## src/rtl/tag_array_arb_if.sv

```systemverilog
// tag_array_arb_if: lookup (A) and fill (B) requester handshake bundle plus ready for tag_array_arb
interface tag_array_arb_if #(
   parameter int DATA_WIDTH = 22,
   parameter int ADDR_WIDTH = 5
);
   logic                  ready;
   logic                  a_req, a_we, a_gnt, a_rvalid;
   logic [ADDR_WIDTH-1:0] a_addr;
   logic [DATA_WIDTH-1:0] a_wdata, a_rdata;
   logic                  b_req, b_we, b_gnt, b_rvalid;
   logic [ADDR_WIDTH-1:0] b_addr;
   logic [DATA_WIDTH-1:0] b_wdata, b_rdata;
   modport master (
      input  ready, a_gnt, a_rvalid, a_rdata, b_gnt, b_rvalid, b_rdata,
      output a_req, a_we, a_addr, a_wdata, b_req, b_we, b_addr, b_wdata
   );
   modport slave (
      output ready, a_gnt, a_rvalid, a_rdata, b_gnt, b_rvalid, b_rdata,
      input  a_req, a_we, a_addr, a_wdata, b_req, b_we, b_addr, b_wdata
   );
endinterface

```

## src/rtl/tag_array_arb.sv

```systemverilog
// tag_array_arb: round-robin arbiter and post-reset init sweeper in front of a single-port tag SRAM macro.
// Define TAG_ARB_INIT_SWEEP_EN to write INIT_VALUE to every entry after reset; otherwise ready rises one cycle after reset.
module tag_array_arb #(
   parameter int                    DATA_WIDTH = 22,
   parameter int                    ADDR_WIDTH = 5,
   parameter logic [DATA_WIDTH-1:0] INIT_VALUE = '0
) (
   input  logic                  clk,
   input  logic                  rst,
   tag_array_arb_if.slave        bus,
   output logic                  sram_csb_o,
   output logic                  sram_web_o,
   output logic [ADDR_WIDTH-1:0] sram_addr_o,
   output logic [DATA_WIDTH-1:0] sram_din_o,
   input  logic [DATA_WIDTH-1:0] sram_dout_i
);
   localparam logic [ADDR_WIDTH:0] LAST = {1'b0, {ADDR_WIDTH{1'b1}}};
   typedef enum logic [1:0] {RESET_HOLD, INIT, RUN} state_t;
   state_t                state_q;
   logic [ADDR_WIDTH:0]   cnt_q;
   logic                  ptr_q, ptr_d;
   logic                  a_rv_q, b_rv_q;
   logic                  run, init_wr, a_gnt, b_gnt;
   // Grants only in RUN; under contention the pointer favours the side not served last (0 = A)
   always_comb begin
      run     = (state_q == RUN) && !rst;
      init_wr = (state_q == INIT) && !rst;
      a_gnt   = run && bus.a_req && (!bus.b_req || !ptr_q);
      b_gnt   = run && bus.b_req && (!bus.a_req || ptr_q);
      ptr_d   = a_gnt ? 1'b1 : (b_gnt ? 1'b0 : ptr_q);
   end
   // Macro port mux: init sweep write, else the granted port, else idle with csb high
   always_comb begin
      sram_csb_o  = !(init_wr || a_gnt || b_gnt);
      sram_web_o  = init_wr ? 1'b0 : (a_gnt ? !bus.a_we : (b_gnt ? !bus.b_we : 1'b1));
      sram_addr_o = init_wr ? cnt_q[ADDR_WIDTH-1:0] : (a_gnt ? bus.a_addr : (b_gnt ? bus.b_addr : '0));
      sram_din_o  = init_wr ? INIT_VALUE : (a_gnt ? bus.a_wdata : (b_gnt ? bus.b_wdata : '0));
   end
   assign bus.ready    = run;
   assign bus.a_gnt    = a_gnt;
   assign bus.b_gnt    = b_gnt;
   assign bus.a_rvalid = a_rv_q && !rst;
   assign bus.b_rvalid = b_rv_q && !rst;
   assign bus.a_rdata  = sram_dout_i;
   assign bus.b_rdata  = sram_dout_i;
   // Controller state, sweep counter, priority pointer and read-valid pipeline
   always_ff @(posedge clk) begin
      if (rst) begin
         state_q <= RESET_HOLD;
         cnt_q   <= '0;
         ptr_q   <= 1'b0;
         a_rv_q  <= 1'b0;
         b_rv_q  <= 1'b0;
      end else begin
         ptr_q  <= ptr_d;
         a_rv_q <= a_gnt && !bus.a_we;
         b_rv_q <= b_gnt && !bus.b_we;
         case (state_q)
`ifdef TAG_ARB_INIT_SWEEP_EN
            RESET_HOLD: state_q <= INIT;
`else
            RESET_HOLD: state_q <= RUN;
`endif
            INIT: begin
               cnt_q   <= cnt_q + (ADDR_WIDTH+1)'(1);
               state_q <= (cnt_q == LAST) ? RUN : INIT;
            end
            default: state_q <= state_q;
         endcase
      end
   end
endmodule

```

## src/flat_wrapper.sv

```systemverilog
// flat-port wrapper written by rule: the top's interface ports become plain ports
module tag_array_arb_flat 
#(
   parameter int                    DATA_WIDTH = 22,
   parameter int                    ADDR_WIDTH = 5,
   parameter logic [DATA_WIDTH-1:0] INIT_VALUE = '0
)
  (clk, rst, sram_csb_o, sram_web_o, sram_addr_o, sram_din_o, sram_dout_i, bus_ready, bus_a_gnt, bus_a_rvalid, bus_a_rdata, bus_b_gnt, bus_b_rvalid, bus_b_rdata, bus_a_req, bus_a_we, bus_a_addr, bus_a_wdata, bus_b_req, bus_b_we, bus_b_addr, bus_b_wdata);
  tag_array_arb_if #(.DATA_WIDTH(DATA_WIDTH), .ADDR_WIDTH(ADDR_WIDTH)) bus_i ();
  input  logic clk;
  input  logic rst;
  output logic sram_csb_o;
  output logic sram_web_o;
  output logic [ADDR_WIDTH-1:0] sram_addr_o;
  output logic [DATA_WIDTH-1:0] sram_din_o;
  input  logic [DATA_WIDTH-1:0] sram_dout_i;
  output wire logic [$bits(bus_i.ready)-1:0] bus_ready;
  output wire logic [$bits(bus_i.a_gnt)-1:0] bus_a_gnt;
  output wire logic [$bits(bus_i.a_rvalid)-1:0] bus_a_rvalid;
  output wire logic [$bits(bus_i.a_rdata)-1:0] bus_a_rdata;
  output wire logic [$bits(bus_i.b_gnt)-1:0] bus_b_gnt;
  output wire logic [$bits(bus_i.b_rvalid)-1:0] bus_b_rvalid;
  output wire logic [$bits(bus_i.b_rdata)-1:0] bus_b_rdata;
  input wire logic [$bits(bus_i.a_req)-1:0] bus_a_req;
  input wire logic [$bits(bus_i.a_we)-1:0] bus_a_we;
  input wire logic [$bits(bus_i.a_addr)-1:0] bus_a_addr;
  input wire logic [$bits(bus_i.a_wdata)-1:0] bus_a_wdata;
  input wire logic [$bits(bus_i.b_req)-1:0] bus_b_req;
  input wire logic [$bits(bus_i.b_we)-1:0] bus_b_we;
  input wire logic [$bits(bus_i.b_addr)-1:0] bus_b_addr;
  input wire logic [$bits(bus_i.b_wdata)-1:0] bus_b_wdata;
  assign bus_ready = bus_i.ready;
  assign bus_a_gnt = bus_i.a_gnt;
  assign bus_a_rvalid = bus_i.a_rvalid;
  assign bus_a_rdata = bus_i.a_rdata;
  assign bus_b_gnt = bus_i.b_gnt;
  assign bus_b_rvalid = bus_i.b_rvalid;
  assign bus_b_rdata = bus_i.b_rdata;
  assign bus_i.a_req = bus_a_req;
  assign bus_i.a_we = bus_a_we;
  assign bus_i.a_addr = bus_a_addr;
  assign bus_i.a_wdata = bus_a_wdata;
  assign bus_i.b_req = bus_b_req;
  assign bus_i.b_we = bus_b_we;
  assign bus_i.b_addr = bus_b_addr;
  assign bus_i.b_wdata = bus_b_wdata;
  tag_array_arb #(.DATA_WIDTH(DATA_WIDTH), .ADDR_WIDTH(ADDR_WIDTH), .INIT_VALUE(INIT_VALUE)) u_core (.clk(clk), .rst(rst), .bus(bus_i), .sram_csb_o(sram_csb_o), .sram_web_o(sram_web_o), .sram_addr_o(sram_addr_o), .sram_din_o(sram_din_o), .sram_dout_i(sram_dout_i));
endmodule
```

## config.mk

```make
export PLATFORM = sky130hd
export DESIGN_NAME = tag_array_arb_flat
export DESIGN_NICKNAME = d
export VERILOG_FILES = /design/src/rtl/tag_array_arb_if.sv /design/src/rtl/tag_array_arb.sv /design/src/flat_wrapper.sv
export SDC_FILE = /design/constraint.sdc
export NUM_CORES = 1
export LEC_CHECK = 0
export BUFFER_PORTS_ARGS = -buffer_cell sky130_fd_sc_hd__buf_2
export CAP_MARGIN = 20
export CORE_MARGIN = 2
export CORE_UTILIZATION = 32
export CTS_BUF_LIST = sky130_fd_sc_hd__clkbuf_8
export DETAILED_ROUTE_END_ITERATION = 10
export GPL_TIMING_DRIVEN = 1
export PLACE_DENSITY = 0.84
export REMOVE_ABC_BUFFERS = 1
export SLEW_MARGIN = 5
export SYNTH_ARGS = -nofsm -noshare
export SYNTH_HDL_FRONTEND = slang
export SYNTH_SLANG_ARGS = --single-unit
```

## constraint.sdc

```tcl
create_clock -name clk -period 1.85 [get_ports clk]
set_clock_uncertainty 0.15 [all_clocks]
set_input_delay 0.0925 -clock clk [delete_from_list [all_inputs] [get_ports clk]]
set_output_delay 0.0925 -clock clk [all_outputs]
set_load 0.02 [all_outputs]
```

==> flow_summary.yaml, run 1 <==
drt:
  totalWireLength_um: 5410
  drt-initial-drc-count: 49
  first_pass_iters: 4
  ant_nets: 0
  avgViaCountPerCell: 5.23
  wl_per_cell_um: 22.5
  vias: 1254
  remaining_drc_errors: 0
logic_synthesis:
  synthCells: 138
  async_flop_share_pct: 0
  yosysUniqueCellTypes: 34
  synth.top_cell.area_share_pct: 28.6
  ys_seq_area_share_pct: 19.1
  synth_area_um2: 1150
  synthMostInstantiatedCell: "buf_4"
  synth_seq_cells: 11
  synth_commonest_cells: "44 x buf_4, 22 x a22o_1, 11 x dfxtp_1"
  synth_area_leaders: "buf_4 29%, dfxtp_1 19%, a22o_1 17%"
  ys.flop_type: "dfxtp_1"
  yosysWarnings: 0
  synth.avg_cell_area_um2: 8.36
  yosysTopAreaCell: "buf_4"
  synth_edf_count: 0
cells_and_area:
  synthToLayoutAreaGrowth_pct: 30.0
  final_core_util_pct: 44.3
  num-nets-final: 278
  n_antenna_cell: 0
  final_layout_size_suffix_gt1_share_pct: 57.7
  final_cells: 240
grt:
  gr-total-overflow: 0
  grt_pass1_wl_um: 6920
  track_usage_pct: 24.5
  grt_max_degree: 20
  antenna_found_initial: 0
  grt_pass1_vias: 1190
die:
  dieHeight_um: 64.0
  core-area_um2: 3390
  start_util_pct: 34.0
  rows: 21
  io-pin-count: 160
  die_w_um: 64.0
  die_area_um2: 4100
job:
  drv_cap: 0
place:
  dp_slack_ns: 0.0119
  place_congestion: 0.818
  portBuffers: 93
  dp.cells: 230
  dp_hpwl_um: 4620
sta:
  slew_viol_final: 0
  period_share_pct: 97.1
  rsz0062_at_grt: "yes"
  hold_viol: 0
  whs_ns: 0.0357
  fmax_mhz: 557
  tightestPinTransition_ns: 0.372
  min_period_ns: 1.80
  finalSetupViolCount: 0
  max_slew_margin_pct: 75.1
  setup_ws_ns: 0.0540
  finalSetupTns_ns: 0
cts:
  cts_root_buf: "clkbuf_8"
  clock_latency_ns: 0.23
  cts_sinks: 11
  cts_max_path_buffers: 2
  cts_tree: "yes"
  cts_buffers: 3
  clk_pin_slew_ns: 0.05
  htreeDepth: 1
setup_path:
  path_delay_family: "simple AND/OR/NAND/NOR gates"
  path_class: "reg2out"
  crit_arrival_ns: 1.55
  end_kind: "output pin"
  worstPathRequired_ns: 1.61
  rrSetupSlack_ns: 0.31
  crit_end: "sram_din_o[3]"
  timing.rr.start: "u_core.cnt_q[0]"
  critPathMaxStageDelay_ns: 0.36
  r2r.worst_path.cells: 4
  cp_num_cells: 5
  reg2reg_to: "u_core.state_q[0]"
  crit_start: "u_core.state_q[1]"
  crit_buf_inv: 2
  cp_max_fo: 10
  worstSetupStartpointType: "flip-flop"
  path_cells: "nor3b_4 > and3_4 > buf_8 > a22o_1 > buf_4"
  slowest_stage: "dfxtp_4"
pwr:
  p_per_area_nw_per_um2: 465
  p_leak_uw: 0.000808
  peakVddDrop_mv: 0.457
worst_hold_path:
  min_path_cells: 0
  hold_path_class: "in2out"
outcome:
  status: "finished clean"
-- cells in the final DEF (no fill, tap or decap), types with 2 or more instances in the layout --
cell,Yosys,routed
clkbuf_8,0,3
buf_4,44,11
nor2b_1,3,3
nor2_1,4,4
o21ai_0,2,2
or3_1,2,2
buf_6,1,3
a221o_1,5,5
dfxtp_1,11,9
dlygate4sd3_1,0,2
nand2b_1,2,2
and2_1,5,5
buf_2,6,85
a22o_1,22,22
a21oi_1,5,5
inv_1,2,3
nand3_1,2,2
xor2_1,2,2
-- worst min-delay path by stage --
stage | endpoint | startpoint | slack (ns)
final | bus_b_rdata[5] | sram_dout_i[5] | 0.04
after global routing | bus_b_rdata[5] | sram_dout_i[5] | 0.04
after CTS | bus_a_rdata[16] | sram_dout_i[16] | 0.04
after detailed placement | bus_a_rdata[16] | sram_dout_i[16] | 0.04
after global placement | bus_a_rdata[16] | sram_dout_i[16] | 0.04
after floorplan | u_core.cnt_q[3] | rst | 0.01
-- kinds of logic (layout without fill, tap and decap cells) --
| group | after synthesis | after routing | share of synthesized area, % |
|---|---|---|---|
| AOI/OAI and AO/OA | 40 | 40 | 28.3 |
| muxes | 1 | 1 | 0.868 |
| and+or+nand+nor | 28 | 28 | 15.6 |
| DFF | 11 | 11 | 19.1 |
| buffers and inverters | 55 | 111 | 33.5 |
| xor gates and xnor gates | 2 | 2 | 1.52 |
| adders and majority gates | 1 | 1 | 1.08 |
-- flip-flops by register name (all words and copies together), names as in the netlist --
name	flops
u_core.cnt_q	6
u_core.ptr_q	1
u_core.b_rv_q	1
u_core.state_q	2
u_core.a_rv_q	1
-- power breakdown --
part           switching, uW  internal [uW]  total, uW
logic                    110            113        223
clock network           86.9            145        232
registers               2.20            240        242
-- layer usage --
layer / vias up / GRT usage (%) / part of all wire (%)
met5: - / 9.72 / 0.54
met4: 2 / 19.0 / 9.5
met3: 26 / 14.6 / 14
met2: 117 / 43.8 / 49
met1: 544 / 17.9 / 27
li1: 565 / - / -
-- metrics by stage --
stage | cell area (um^2) | power [uW]
6_report | 1500 | 698
5_1_grt | 1500 | 728
4_1_cts | 1460 | 695
3_5_place_dp | 1350 | 451
3_3_place_gp | 1350 | 449
2_1_floorplan | 778 | 337
-- repair_timing --
item	CTS	global route
endpoints found under the hold margin	2	0
endpoints found under the setup margin	28	25
gates resized for setup	5	17
hold buffers	2	0
setup buffers	3	0
pin swaps	0	3
cloned	1	0
-- layout make-up --
cell class / count / area, um^2
Clock inverter: 1 / 3.75
Multi-Input combinational cell: 72 / 554
Clock buffer: 3 / 41.3
Inverter: 3 / 13.8
Timing Repair Buffer: 104 / 604
Fill cell: 327 / 1890
Sequential cell: 11 / 225
Tap cell: 46 / 57.6
(Power assumes the default switching activity.)
==> run 2, diff against run 1 <==
==> constraint.sdc (replaced) <==
create_clock -name clk -period 2 [get_ports clk]
set_clock_uncertainty 0.15 [all_clocks]
set_input_delay 0.1 -clock clk [delete_from_list [all_inputs] [get_ports clk]]
set_output_delay 0.1 -clock clk [all_outputs]
set_load 0.02 [all_outputs]
==> run 2 against run 1 <==
Effect of this change: power fell by 9.3%; highest routed layer is now met4; setup slack improved by 0.038 ns; sequential power decreased by 7%; flip-flop and latch count did not move; clock power shrank 6%; final cell count down 2.1%; register-to-register slack gained 0.10 ns; global-route usage is 0.43 points lower; utilization decreased by 2.5 points; first-iteration DRC count decreased by 41%; largest power group unchanged; die area is the same; non-clock buffer count down 5.
==> flow_summary.yaml, run 2 (synthesis gave the netlist of run 1 again) <==
sta:
  tightestPinTransition_ns: 0.386
  finalSetupTns_ns: 0
  fmax_mhz: 524
  slew_viol_final: 0
  rsz0062_at_grt: "no"
  min_period_ns: 1.91
  max_slew_margin_pct: 74.2
  period_share_pct: 95.4
  whs_ns: 0.0507
  hold_viol: 0
  finalSetupViolCount: 0
job:
  drv_cap: 0
cts:
  cts_max_path_buffers: 2
  htreeDepth: 1
  cts_root_buf: "clkbuf_8"
  cts_sinks: 11
  clk_pin_slew_ns: 0.05
  clock_latency_ns: 0.24
  cts_buffers: 3
  cts_tree: "yes"
drt:
  ant_nets: 0
  drt-initial-drc-count: 29
  first_pass_iters: 5
  dr_wl_met3_um: 741
  remaining_drc_errors: 0
  wl_per_cell_um: 22.7
  vias: 1283
  avgViaCountPerCell: 5.46
  wl_met2_um: 2560
  dr.max_layer_used: "met4"
  wl_met1_um: 1480
  totalWireLength_um: 5330
die:
  rows: 21
  die_w_um: 64.0
  core-area_um2: 3390
  dieHeight_um: 64.0
  die_area_um2: 4100
  io-pin-count: 160
  start_util_pct: 34.0
cells_and_area:
  multi_input_area_um2: 547
  layout_commonest_cell: "buf_2"
  seqCellArea_um2: 220
  finalInstanceArea_um2: 1410
  n_antenna_cell: 0
  final_cell_mix: "93 x buf_2, 22 x a22o_1, 11 x dfxtp_1"
  synthToLayoutAreaGrowth_pct: 22.6
  largest_reg_flops: 6
  num-nets-final: 273
  final_layout_size_suffix_gt1_share_pct: 54.5
  reg_top3: "u_core.cnt_q: 6 flops, u_core.state_q: 2 flops"
  final.fill_count: 323
  regMostFlops: "u_core.cnt_q"
setup_path:
  critPathMaxStageDelay_ns: 0.39
  worstPathRequired_ns: 1.75
  cp_num_cells: 6
  crit_buf_inv: 3
  worstSetupStartpointType: "flip-flop"
  path_delay_family: "buffers and inverters"
  r2r.worst_path.cells: 3
  crit_arrival_ns: 1.66
  slowest_stage: "dfxtp_1"
  end_kind: "output pin"
  path_class: "reg2out"
  path_cells: "nor3b_4 > nand2_1 > clkinv_4 > buf_12 > a22o_1 > buf_2"
  cp_max_fo: 19
worst_hold_path:
  hold_path_class: "in2out"
  min_path_cells: 0
pwr:
  peakVddDrop_mv: 0.347
  p_leak_uw: 0.000777
  p_per_area_nw_per_um2: 447
outcome:
  status: "finished clean"
grt:
  grt_max_degree: 20
  grt_pass1_vias: 1187
  track_usage_pct: 24.1
  antenna_found_initial: 0
  gr-total-overflow: 0
  grt_pass1_wl_um: 6850
place:
  portBuffers: 93
  postPlaceCellArea_um2: 1340
  place_congestion: 0.864
  dp_hpwl_um: 4630
## run 2: changes by cell type in the layout (fill, tap and decap cells not counted), sizes merged
cell / before / now
buf: 101 / 97
clkbuf: 4 / 3
clkinv: 0 / 1
inv: 4 / 3
## run 2: final cells by class
type	count	share of cell area (%)
clock buffer	3	2.92
clock inverter	1	0.265
inverter	3	1.15
multi-input combinational	72	38.7
sequential	11	15.6
tap	46	4.07
timing repair buffer	99	37.3
## run 2: repair_timing
action / CTS / global route
endpoints found under the setup margin: 18 / 5
endpoints found under the hold margin: 2 / 0
hold buffers: 2 / 0
gates resized for setup: 1 / 1
setup buffers: 1 / 0
## run 2: stage by stage
step | power [uW] | instances | util [%] | setup slack (ns)
6_report | 632 | 235 | 41.7 | 0.0923
5_1_grt | 660 | 235 | 41.7 | 0.00360
4_1_cts | 640 | 235 | 41.6 | 0.0450
3_5_place_dp | 415 | 228 | 39.4 | 0.185
3_3_place_gp | 414 | 228 | 39.4 | 0.239
2_1_floorplan | 312 | 86 | - | -0.180
## run 2: path summary, 6_finish.rpt
kind / slack, ns / from / endpoint
hold reg to reg: 0.34 / u_core.cnt_q[5] / u_core.cnt_q[5]
setup / recovery: 0.09 / u_core.state_q[1] / sram_din_o[6]
hold / removal: 0.05 / sram_dout_i[21] / bus_a_rdata[21]
setup reg to reg: 0.41 / u_core.state_q[0] / u_core.cnt_q[5]
## run 2: power breakdown
| group | internal, uW | switching, uW | leakage (uW) |
|---|---|---|---|
| Combinational | 93.3 | 97.7 | 0.000661 |
| Sequential | 223 | 1.95 | 0.0000892 |
| Clock | 135 | 82.2 | 0.0000269 |
## run 2: layer usage
| metal | global-route usage (%) | vias to the layer above |
|---|---|---|
| met5 | 9.72 | - |
| met4 | 22.8 | 0 |
| met3 | 13.9 | 25 |
| met2 | 43.5 | 114 |
| met1 | 15.8 | 589 |
| li1 | - | 555 |
==> run 3, diff against run 2 <==
--- a/config.mk
+++ b/config.mk
@@ -7,12 +7,15 @@
 export LEC_CHECK = 0
 export BUFFER_PORTS_ARGS = -buffer_cell sky130_fd_sc_hd__buf_2
 export CAP_MARGIN = 20
+export CELL_PAD_IN_SITES_DETAIL_PLACEMENT = 1
+export CELL_PAD_IN_SITES_GLOBAL_PLACEMENT = 2
 export CORE_MARGIN = 2
-export CORE_UTILIZATION = 32
+export CORE_UTILIZATION = 14
 export CTS_BUF_LIST = sky130_fd_sc_hd__clkbuf_8
 export DETAILED_ROUTE_END_ITERATION = 10
+export GPL_ROUTABILITY_DRIVEN = 0
 export GPL_TIMING_DRIVEN = 1
-export PLACE_DENSITY = 0.84
+export PLACE_DENSITY_LB_ADDON = 0.1
 export REMOVE_ABC_BUFFERS = 1
 export SLEW_MARGIN = 5
 export SYNTH_ARGS = -nofsm -noshare
==> run 3 against run 2 <==
Effect of this change: count of clock-buffer cells in the layout is the same; wire length grew 1.9%; register-to-register slack gained 0.03 ns; setup slack lost 0.00054 ns; non-clock buffer count grew 1; largest power group is now clock; highest routed layer is now met5.
==> flow_summary.yaml, run 3 (synthesis gave the netlist of run 1 again) <==
place:
  dp_hpwl_um: 4320
  portBuffers: 93
  dp_slack_ns: 0.303
  postPlaceCellArea_um2: 1420
sta:
  hold_viol: 0
  period_share_pct: 95.4
  fmax_mhz: 524
  setup_ws_ns: 0.0917
  slew_viol_final: 0
  min_period_ns: 1.91
  max_slew_margin_pct: 78.7
  finalSetupViolCount: 0
  tightestPinTransition_ns: 0.317
grt:
  grt_max_degree: 31
  track_usage_pct: 10.7
  grt_pass1_vias: 1297
  antenna_found_initial: 0
  gr-total-overflow: 0
  grt_pass1_wl_um: 7170
cells_and_area:
  synthToLayoutAreaGrowth_pct: 33.4
  regMostFlops: "u_core.cnt_q"
  reg_top3: "u_core.cnt_q: 6 flops, u_core.state_q: 2 flops"
  layout_commonest_cell: "buf_2"
  num-nets-final: 274
  finalInstanceArea_um2: 1540
  n_antenna_cell: 0
  final.fill_count: 988
  largest_reg_flops: 6
  final_cell_mix: "93 x buf_2, 22 x a22o_1, 9 x dfxtp_1"
  final_core_util_pct: 19.0
  final_layout_size_suffix_gt1_share_pct: 56.8
pwr:
  p_leak_uw: 0.000795
  peakVddDrop_mv: 0.171
  p_per_area_nw_per_um2: 422
die:
  rows: 33
  core-area_um2: 8090
  io-pin-count: 160
  dieHeight_um: 94.8
  start_util_pct: 14.3
  die_w_um: 94.8
  die_area_um2: 8980
drt:
  vias: 1248
  totalWireLength_um: 5430
  wl_per_cell_um: 18.4
  first_pass_iters: 3
  remaining_drc_errors: 0
  avgViaCountPerCell: 4.23
  ant_nets: 0
  drt-initial-drc-count: 8
setup_path:
  slowest_stage: "dfxtp_4"
  worstSetupStartpointType: "flip-flop"
  end_kind: "output pin"
  cp_max_fo: 15
  crit_arrival_ns: 1.66
  crit_start: "u_core.state_q[1]"
  path_cells: "nor3b_4 > and3_4 > clkbuf_16 > a22o_1 > buf_2"
  timing.rr.start: "u_core.cnt_q[0]"
  critPathMaxStageDelay_ns: 0.37
  path_class: "reg2out"
  worstPathRequired_ns: 1.75
cts:
  htreeDepth: 1
  cts_sinks: 11
  cts_tree: "yes"
  cts_root_buf: "clkbuf_8"
  clock_latency_ns: 0.24
  cts_max_path_buffers: 2
  cts_buffers: 3
  clk_pin_slew_ns: 0.06
outcome:
  status: "finished clean"
worst_hold_path:
  hold_path_class: "in2out"
  worstHoldStart: "sram_dout_i[14]"
job:
  drv_cap: 0
==> run 3: through the flow <==
step	setup TNS, ns	hold WS (ns)	std cells	power, uW
after floorplan	-4.23	0.0191	86	312
after global placement	0	0.0503	287	420
after detailed placement	0	0.0503	287	420
after CTS	0	0.0503	293	651
after global routing	-0.0559	0.0502	295	691
final	0	0.0502	295	650
==> run 3: metal layers <==
| metal | up-vias | wire length (um) | global-route usage [%] |
|---|---|---|---|
| met5 | - | 24 | 4.17 |
| met4 | 2 | 14 | 1.45 |
| met3 | 4 | 1060 | 8.94 |
| met2 | 122 | 2150 | 14.1 |
| met1 | 565 | 2180 | 13.3 |
| li1 | 555 | - | - |
==> run 3: critical path, delay by kind of cell (launching register included) <==
family / cells / cell delay, ns
buf+inv: 2 / 0.34
flops: 1 / 0.37
simple gates: 2 / 0.58
compound gates: 1 / 0.12
==> run 3: repair_timing <==
action | in CTS | in global routing
resized for setup | 0 | 6
setup buffers | 0 | 1
hold buffers | 2 | 0
setup endpoints to repair | 0 | 28
endpoints found under the hold margin | 2 | 0
==> run 3: final timing paths <==
path | depth (start not counted) | end | slack, ns
worst max-delay path | 5 | sram_din_o[14] | 0.09
worst min-delay path | 0 | bus_b_rdata[14] | 0.05
worst max register to register | 4 | u_core.state_q[0] | 0.44
worst min register to register | 2 | u_core.cnt_q[5] | 0.34
==> run 3: where the power goes <==
group	total [uW]	switching [uW]	leakage (uW)	internal (uW)
sequential	224	2.38	0.0000901	222
clock	227	91.8	0.0000269	135
combinational	198	101	0.000678	97.4
==> run 3: area by class of cell <==
class	instances	area [um^2]	area share [%]
Clock buffer	3	41.3	2.68
Inverter	3	11.3	0.732
Sequential cell	11	225	14.6
Tap cell	105	131	8.54
Clock inverter	1	3.75	0.244
Timing Repair Buffer	100	566	36.7
Multi-Input combinational cell	72	561	36.4
